`src/rtl/cache_mem_arbiter.sv`:
```
// cache_mem_arbiter: round-robin I/D-cache arbiter for a four-banked memory; DCACHE_PRIORITY_EN gives requester 1 tie priority
module cache_mem_arbiter #(
  parameter int AW = 16,
  parameter int DW = 16,
  parameter int RD_LAT = 2
) (
  input  logic          clk,
  input  logic          rst,
  input  logic          req_rd0,
  input  logic          req_wr0,
  input  logic [AW-1:0] addr0,
  input  logic [DW-1:0] wdata0,
  input  logic          req_rd1,
  input  logic          req_wr1,
  input  logic [AW-1:0] addr1,
  input  logic [DW-1:0] wdata1,
  output logic          done0,
  output logic          done1,
  output logic          err0,
  output logic          err1,
  output logic          stall0,
  output logic          stall1,
  output logic [DW-1:0] rdata,
  output logic [1:0]    grant,
  output logic [AW-1:0] mem_addr,
  output logic [DW-1:0] mem_wdata,
  output logic          mem_rd,
  output logic          mem_wr,
  input  logic [DW-1:0] mem_rdata,
  input  logic [3:0]    mem_busy,
  input  logic          mem_err
);
  typedef enum logic [1:0] {IDLE, ISSUE, WAIT, DONE} state_t;
  state_t r_state, w_next;
  logic r_id, r_wr, r_bad, r_err;
  logic [2:0] r_cnt;
  logic [1:0] r_grant;
  logic [AW-1:0] r_addr;
  logic [DW-1:0] r_wdata, r_rdata;
  logic w_act0, w_act1, w_win, w_rd, w_wr, w_issue;
  assign w_act0 = req_rd0 | req_wr0;
  assign w_act1 = req_rd1 | req_wr1;
`ifdef DCACHE_PRIORITY_EN
  assign w_win = w_act1;
`else
  logic r_rr;
  assign w_win = w_act1 & (~w_act0 | r_rr);
  always_ff @(posedge clk) begin
    if (!rst) r_rr <= 1'b0;
    else if (r_state == DONE) r_rr <= ~r_id;
  end
`endif
  assign w_rd = w_win ? req_rd1 : req_rd0;
  assign w_wr = w_win ? req_wr1 : req_wr0;
  // a malformed rd+wr request passes through ISSUE without touching memory
  assign w_issue = (r_state == ISSUE) & ~r_bad & ~mem_busy[r_addr[2:1]];
  always_comb begin
    w_next = r_state;
    w_next = r_state == IDLE  ? ((w_act0 | w_act1) ? ISSUE : IDLE) :
             r_state == ISSUE ? (r_bad ? DONE : w_issue ? WAIT : ISSUE) :
             r_state == WAIT  ? ((r_cnt == 3'd1) ? DONE : WAIT) : IDLE;
  end
  always_ff @(posedge clk) begin
    if (!rst) begin
      r_state <= IDLE;
      r_id    <= 1'b0;
      r_wr    <= 1'b0;
      r_bad   <= 1'b0;
      r_err   <= 1'b0;
      r_cnt   <= 3'd0;
      r_grant <= 2'b00;
      r_addr  <= '0;
      r_wdata <= '0;
      r_rdata <= '0;
    end else begin
      r_state <= w_next;
      if (r_state == IDLE && (w_act0 | w_act1)) begin
        r_id    <= w_win;
        r_wr    <= w_wr;
        r_bad   <= w_rd & w_wr;
        r_err   <= w_rd & w_wr;
        r_addr  <= w_win ? addr1 : addr0;
        r_wdata <= w_win ? wdata1 : wdata0;
        r_grant <= {w_win, ~w_win};
      end
      if (w_issue) begin
        r_cnt <= 3'(RD_LAT);
        r_err <= 1'b0;
      end
      if (r_state == WAIT) begin
        r_cnt <= r_cnt - 3'd1;
        r_err <= r_err | mem_err;
        if (r_cnt == 3'd1 && !r_wr) r_rdata <= mem_rdata;
      end
      if (r_state == DONE) r_grant <= 2'b00;
    end
  end
  assign done0     = (r_state == DONE) & ~r_id;
  assign done1     = (r_state == DONE) & r_id;
  assign err0      = done0 & r_err;
  assign err1      = done1 & r_err;
  assign stall0    = w_act0 & ~done0;
  assign stall1    = w_act1 & ~done1;
  assign rdata     = r_rdata;
  assign grant     = r_grant;
  assign mem_addr  = r_addr;
  assign mem_wdata = r_wdata;
  assign mem_rd    = w_issue & ~r_wr;
  assign mem_wr    = w_issue & r_wr;
endmodule

```
`config.mk`:
```
export PLATFORM = sky130hd
export DESIGN_NAME = cache_mem_arbiter
export DESIGN_NICKNAME = d
export VERILOG_FILES = /design/src/rtl/cache_mem_arbiter.sv
export SDC_FILE = /design/constraint.sdc
export NUM_CORES = 1
export LEC_CHECK = 0
export BUFFER_PORTS_ARGS = -buffer_cell sky130_fd_sc_hd__clkbuf_2
export CAP_MARGIN = 20
export CORE_UTILIZATION = 25
export DETAILED_ROUTE_END_ITERATION = 7
export MAX_ROUTING_LAYER = met4
export SYNTH_ARGS = -nofsm -noshare
export SYNTH_HDL_FRONTEND = slang
export SYNTH_SLANG_ARGS = --single-unit
export TNS_END_PERCENT = 100
```
`constraint.sdc`:
```
create_clock -name clk -period 1.9 [get_ports clk]
set_input_delay 0.095 -clock clk [delete_from_list [all_inputs] [get_ports clk]]
set_output_delay 0.095 -clock clk [all_outputs]
set_load 0.03 [all_outputs]
```
Yosys cells after proc, flatten, opt, wreduce, memory -nomap -nowiden. Cells that the tools add are included.

Multiplexer cells: 18. Multiply operators: 0. Reductions and logical operators: 8. Order comparisons: 1. Div/mod/pow operators: 0. Eq/ne operators: 4. $add $sub $neg: 1. Shift-type cells: 0. Bitwise logic cells: 26.

Operators with widths (number): $mux W16 (2); $and A1 B1 Y1 (12); $mux W2 (5); $not A1 Y1 (9); $mux W1 (8); $mux W3 (2); $or A1 B1 Y1 (5); $eq A2 B2 Y1 const B (2); $eq A3 B1 Y1 const B (1); $lt A2 B3 Y1 const B (1); $reduce_bool A3 Y1 (1); $sub A3 B1 Y3 const B (1); $bmux W1 S2 (1); $eq A2 B1 Y1 const B (1); $logic_and A1 B1 Y1 (2); $logic_not A2 Y1 (1); $reduce_and A2 Y1 (1); $reduce_bool A2 Y1 (1); $reduce_or A2 Y1 (1); $logic_not A1 Y1 (1).

Bits in read-only memories: 0. RAM bits: 0. Output and inout bits: 58. Latch bits: 0. Word-level logic and storage cells: 69. Bits in registers: 60. Memories: 0. Bits of input ports: 91.

Logic depth before layout (Yosys ltp). Gate-level depths: netlist of the first run.

Word-level depth: 9. Mapped depth: 7. Mapped depth without buffers: 6.

Least setup slack after synthesis of the first run. Ideal clock, no wire load.

Kind: register -> output. Start: register r_addr[1], in the netlist mem_addr[1]. End: output mem_rd. Cell stages (with the launch flop): 4. Buffers on the path: 0. Arrival time: 1.908 ns. Path slack: -0.103 ns. Data required time: 1.805 ns. Path through: dfxtp_1 > mux4_2 > or3_1 > nor2_1.

Word-level cells in the longest chain between the ends: 5.

RTL lines: start, declared (line 38) `logic [AW-1:0] r_addr;`; start signal, assigned (line 82) `r_addr <= w_win ? addr1 : addr0;`; $bmux W1 S2 (line 56) `assign w_issue = (r_state == ISSUE) & ~r_bad & ~mem_busy[r_addr[2:1]];`; $mux W1 (implied by the code) (line 56); $not A1 Y1 (line 56); $and A1 B1 Y1 (line 56); $and A1 B1 Y1 (line 108) `assign mem_rd = w_issue & ~r_wr;`; end, declared (line 27) `output logic mem_rd,`.

Every way passes these cells. The select of a mux whose other input is x is not followed.

Worst setup path in the final report of the first run.
Start: register r_addr[1], in the netlist mem_addr[1]. End: output mem_wr.

Word-level cells in the longest chain between the ends: 5.

RTL lines: $bmux W1 S2 (line 56); $mux W1 (implied by the code) (line 56); $not A1 Y1 (line 56); $and A1 B1 Y1 (line 56); $and A1 B1 Y1 (line 109) `assign mem_wr = w_issue & r_wr;`; end, declared (line 28) `output logic mem_wr,`.

Every way passes these cells. The select of a mux whose other input is x is not followed.

==> qor.txt, run 1 <==
Avg Inst Size Synth: 10.5 sq um
Post-route ant nets: 0
CP Cell Sequence: mux4_2, or3_4, nor2_4, buf_8
Synthesis-stage register bit count: 60
Share of cells above drive strength 1: 46.5%
Worst Setup End Kind: primary output
Net Sw Frac: 33.4%
Final setup vio count: 2
Slew HR: 66.8%
CP peak stage delay: 0.52 ns
WP buf/inv: 1
TritonCTS buffer count: 9
Total negative slack: -0.0207 ns
Fin crit share: 101%
Violations in the final reports: design-rule violations, negative setup slack
Final-report hold violation count: 0
Worst setup margin: -0.0123 ns
DR pass1 iterations: 8
FF-to-FF setup slack: 0.13 ns
Synth async-reset ratio: 0%
Fin. max-slew vios: 0
Die Width: 104 microns
CP max-delay cell: mux4_2
Post-Syn Area: 0.00258 sq mm
Post-synth EDFFs: 0
Multiplexer area fraction after synthesis: 7.48%
Tightest Pin Transition: 0.498 ns
Nature of the critical path startpoint: flop
GRT Util Overall: 13.8%
Logic pwr share: 28.7%
R2r startpoint: mem_addr[1]$_SDFFE_PN0P_
Die height: 104 microns
Yosys cell types: 37
Largest net degree at the start of global routing: 34
Vias in the first global route: 2353
Total Wirelength: 7030 microns
Arrival @ worst endpoint: 1.82 ns
Initial antenna violation count: 0
Worst hold path stage count: 3
Worst Hold End: rdata[6]$_SDFFE_PN0P_
Via count: 2490
Vias per inst: 4.64
XOR/XNOR Fraction of Synth Area: 0.340%
Worst hold start: mem_rdata[6]
Register area share after synthesis: 46.6%
Clock Skew: 0.00616 ns
Max-Cap Viols: 0
Clock share of power: 30.1%
First-pass GRT wire length: 11500 microns
Total gr overflow: 0
Worst-path clk slew: 0.07 ns
Outcome: finished, violations left
Pre-CTS WS: 0.102 ns
Layout area overhead: 44.0%
Pwr dens: 979 mW/mm^2
Switching power total: 1.21 mW
Max VDD drop: 0.342 mV
Worst hold path type: in -> reg
CTS root buf: clkbuf_8
Number of buffers on the longest clock path: 2
Minimum clock period: 1.91 ns
Dpl hpwl: 5160 microns
Worst endpoint required time: 1.80 ns
Flop pwr share: 41.2%
Post-synthesis simple-gate area fraction: 20.6%
Leakage: 1.66 nW
CTS Sinks: 60
Worst r2r dst: r_state[0]$_SDFF_PN0_
Cells after Synth: 245
Row count: 36
H-tree depth: 3
CP delay by family, top: multiplexers
RD Place Congestion: 0.741
Cell Int Power: 2.42 mW
Iteration-0 DRC Markers: 174
Ant diodes: 0
Critical path class: reg -> out
Die area: 0.0107 sq mm
FILL cells: 1009
FF-to-FF path depth: 6
Core Region: 0.00986 sq mm
Compound-Gate Fraction of Synth Area: 19.0%
PortBufs: 148
Insertion delay to the later sink of the worst-skew pair: 0.33 ns
Unrepaired setup endpoints after global routing: yes
Residual DRC: 1
Synth warn: 0
Ys flop type: dfxtp_1
Post-Synth Adder-Cell Area: 0.971%
CTS tree: done
Starting Density: 26.1%
Routed wire length per instance: 13.1 microns
CP Max Fanout: 3
Ports: 149
Largest family of logic cells by synthesized area: simple AND/OR/NAND/NOR gates
# nets final: 492
Syn Nets: 338
Fmax: 523 MHz
metrics by stage:
stage / total power, mW / cells / instance area (sq um) / hold WS, ns / utilization [%]
after floorplan: 2.21 / 245 / 2580 / 0.241 / -
after global placement: 2.51 / 516 / 3440 / 0.354 / 34.9
after detailed placement: 2.52 / 516 / 3440 / 0.362 / 34.9
after CTS: 3.67 / 536 / 3690 / 0.000569 / 37.4
after global routing: 3.85 / 537 / 3710 / 0.0102 / 37.6
final: 3.63 / 537 / 3710 / 0.0147 / 37.6
worst max path at each step:
stage	from	to	slack, ns	cells after the start
after floorplan	mem_addr[1]$_SDFFE_PN0P_	mem_rd	-0.10	3
after global placement	mem_addr[1]$_SDFFE_PN0P_	mem_rd	0.15	4
after detailed placement	mem_addr[1]$_SDFFE_PN0P_	mem_wr	0.10	4
after CTS	mem_addr[1]$_SDFFE_PN0P_	mem_rd	-0.07	4
after global routing	mem_addr[1]$_SDFFE_PN0P_	mem_wr	-0.09	4
final	mem_addr[1]$_SDFFE_PN0P_	mem_wr	-0.01	4
area by class of cell:
| type | count | area (sq um) | share of cell area (%) |
|---|---|---|---|
| timing repair buffer | 162 | 868 | 23.4 |
| tap | 133 | 166 | 4.49 |
| sequential | 60 | 1200 | 32.4 |
| multi-input combinational | 162 | 1270 | 34.3 |
| inverter | 4 | 15.0 | 0.405 |
| clock inverter | 5 | 52.6 | 1.42 |
| clock buffer | 11 | 131 | 3.54 |
flip-flops by register name, indices dropped and copies added (netlist names):
name	cells
mem_wdata	16
mem_addr	16
rdata	16
r_bad	1
r_err	1
r_cnt	3
r_rr	1
r_id	1
r_state	2
grant	2
r_wr	1
kinds of logic after synthesis:
logic type,count (synthesis)
buffers and inverters,23
flip-flops,60
AND/OR/NAND/NOR,87
multiplexers,18
XOR/XNOR,1
adder cells (fa/ha/maj),2
AO/OA/AOI/OAI,54
cell usage after synthesis (3+ instances only):
cell type,number,area (sq um)
dfxtp_1,60,1200
nor2b_1,52,325
a222oi_1,32,320
mux2i_1,17,170
nor2_1,10,37.5
buf_2,9,45.0
nand2_1,8,30.0
a21oi_1,7,35.0
clkbuf_1,6,22.5
buf_6,4,45.0
inv_1,4,15.0
and2_1,3,18.8
o21a_1,3,22.5
cells in the final DEF, fill, tap and decap left out, types with 2 or more instances in the layout:
master and count:
buf_8 2, nor2_1 8, clkbuf_1 2, o21a_1 3, clkbuf_2 146, o21ai_0 2, nand2b_1 2, clkbuf_8 9
dfxtp_1 58, nand2_1 8, inv_1 4, mux2i_1 17, and3_1 2, buf_4 13, clkinv_2 3, a21oi_1 7
and2_1 3, nor2_4 2, dfxtp_2 2, a222oi_1 32, nor2b_1 52, ha_1 2
power groups by stage:
stage	clock, mW	sequential (mW)	combinational [mW]
after floorplan	0	1.69	0.515
after global placement	0	1.51	0.992
after detailed placement	0	1.52	1.01
after CTS	1.14	1.49	1.04
after global routing	1.20	1.51	1.14
final	1.09	1.50	1.04
per-layer routing:
metal  track usage (%)  part of all wire (%)
met1              15.8                    44
met2              22.8                    48
met3              3.40                   5.8
met4              6.63                   1.6
met5                 -                     0
tightest hold or removal path, delay by kind of cell:
kind | cells | cell delay, ns
and+or+nand+nor | 1 | 0.09
buffers and inverters | 1 | 0.08
muxes | 1 | 0.06
repair_timing:
action                                  CTS  global route
resized for setup                         9             5
endpoints found under the setup margin    2             3
hold buffers                              1             0
hold endpoints to repair                  1             0
setup buffers                             3             1
pin swaps                                 1             0
(Power assumes the default switching activity.)
==> run 2, diff against run 1 <==
Clock period 1.9 ns to 1.63 ns, I/O delays scaled along.
==> qor.txt, run 2 (synthesis results as in run 1) <==
Outcome: finished, violations left
Violations in the final reports: negative setup slack
Dpl hpwl: 5260 microns
Worst-path clk slew: 0.07 ns
CTS tree: done
Total negative slack: -0.996 ns
Pwr dens: 1060 mW/mm^2
CP Max Fanout: 3
DR top layer: met4
DR pass1 iterations: 8
CTS Sinks: 60
Nature of the critical path startpoint: flop
Met3 WL: 407 microns
Routed wire length per instance: 13.8 microns
GRT Util Overall: 15.6%
RD Place Congestion: 0.751
Register area: 0.00121 sq mm
Max-Cap Viols: 0
Fmax: 523 MHz
Starting Density: 26.1%
Insertion delay to the later sink of the worst-skew pair: 0.34 ns
Die height: 104 microns
TritonCTS buffer count: 9
R2r startpoint: mem_addr[1]$_SDFFE_PN0P_
Met2 WL post-DR: 4120 microns
Residual DRC: 0
Final setup vio count: 7
Total gr overflow: 0
Fin crit share: 117%
Wl on met1: 3330 microns
Share of cells above drive strength 1: 44.9%
Most common cell after layout, fill and taps aside: clkbuf_2
Slew HR: 65.7%
Row count: 36
Unrepaired setup endpoints after global routing: yes
Vias in the first global route: 2672
FF-to-FF setup slack: -0.18 ns
Worst Setup EP: mem_rd
Arrival @ worst endpoint: 1.83 ns
Clock Skew: 0.0106 ns
Minimum clock period: 1.91 ns
Die Width: 104 microns
FF-to-FF path depth: 8
Worst setup margin: -0.283 ns
# nets final: 533
Vias per inst: 4.60
Crit path from: mem_addr[1]$_SDFFE_PN0P_
FILL cells: 968
Worst r2r dst: r_cnt[0]$_SDFFE_PN0P_
Via count: 2660
Pre-CTS WS: -0.0391 ns
Ant diodes: 0
Post-route ant nets: 0
Largest net degree at the start of global routing: 34
Iteration-0 DRC Markers: 231
PortBufs: 148
Initial antenna violation count: 0
Final-report hold violation count: 0
Die area: 0.0107 sq mm
Fin. max-slew vios: 0
First-pass GRT wire length: 12800 microns
Total Wirelength: 7960 microns
Ports: 149
Total design power: 4.43 mW
Layout area overhead: 62.3%
Core Region: 0.00986 sq mm
Number of buffers on the longest clock path: 2
Multi-input combinational cell area: 0.00128 sq mm
Max VDD drop: 0.396 mV
CTS root buf: clkbuf_8
Worst Setup End Kind: primary output
Most frequent cells in the layout: clkbuf_2 (146), dfxtp_1 (57), nor2b_1 (52)
Worst endpoint required time: 1.55 ns
Worst hold path type: in -> reg
H-tree depth: 3
Worst hold path stage count: 3
Tightest Pin Transition: 0.515 ns
Critical path class: reg -> out
Leakage: 1.86 nW
[run 2: where the power goes]
part / switching, mW / internal, mW
registers: 0.111 / 1.63
logic: 0.769 / 0.617
clock network: 0.588 / 0.723
[run 2: cell type report]
cell class / count / share of cell area (%)
Clock buffer: 13 / 4.31
Clock inverter: 3 / 0.419
Inverter: 4 / 0.359
Multi-Input combinational cell: 162 / 30.6
Sequential cell: 60 / 28.9
Tap cell: 133 / 3.98
Timing Repair Buffer: 203 / 31.4
[run 2: critical path: stages (launching register included)]
cell     delay (ns)
dfxtp_4        0.35
mux4_2         0.52
or3_4          0.39
nor2_4         0.11
buf_8          0.13
[run 2: per-stage QoR]
| step | hold WS [ns] | instance area [sq um] | utilization, % | cells |
|---|---|---|---|---|
| after CTS | 0.000192 | 4150 | 42.0 | 576 |
| final | 0.0115 | 4180 | 42.4 | 578 |
| after global placement | 0.340 | 3580 | 36.3 | 525 |
| after floorplan | 0.228 | 2600 | - | 245 |
| after global routing | 0.0122 | 4180 | 42.4 | 578 |
| after detailed placement | 0.350 | 3580 | 36.3 | 525 |
[run 2: how the worst min path moves through the flow]
stage | from | end | slack [ns]
detailed placement | mem_rdata[5] | rdata[5]$_SDFFE_PN0P_ | 0.35
global placement | mem_rdata[6] | rdata[6]$_SDFFE_PN0P_ | 0.34
floorplan | mem_err | r_err$_SDFFE_PN0P_ | 0.23
global route | addr1[3] | mem_addr[3]$_SDFFE_PN0P_ | 0.01
CTS | addr0[12] | mem_addr[12]$_SDFFE_PN0P_ | 0.0002
finish | mem_rdata[4] | rdata[4]$_SDFFE_PN0P_ | 0.01
[run 2: routing by layer]
layer | global-route usage (%) | up-vias
met5 | - | -
met4 | 7.25 | 0
met3 | 3.90 | 9
li1 | - | 1301
met2 | 26.5 | 113
met1 | 17.2 | 1237
[run 2: timing repair]
item | 4_1_cts | 5_1_grt
gates resized for setup | 6 | 8
pin swaps | 1 | 2
hold buffers | 33 | 0
endpoints found under the setup margin | 3 | 10
endpoints found under the hold margin | 33 | 0
setup buffers | 2 | 2
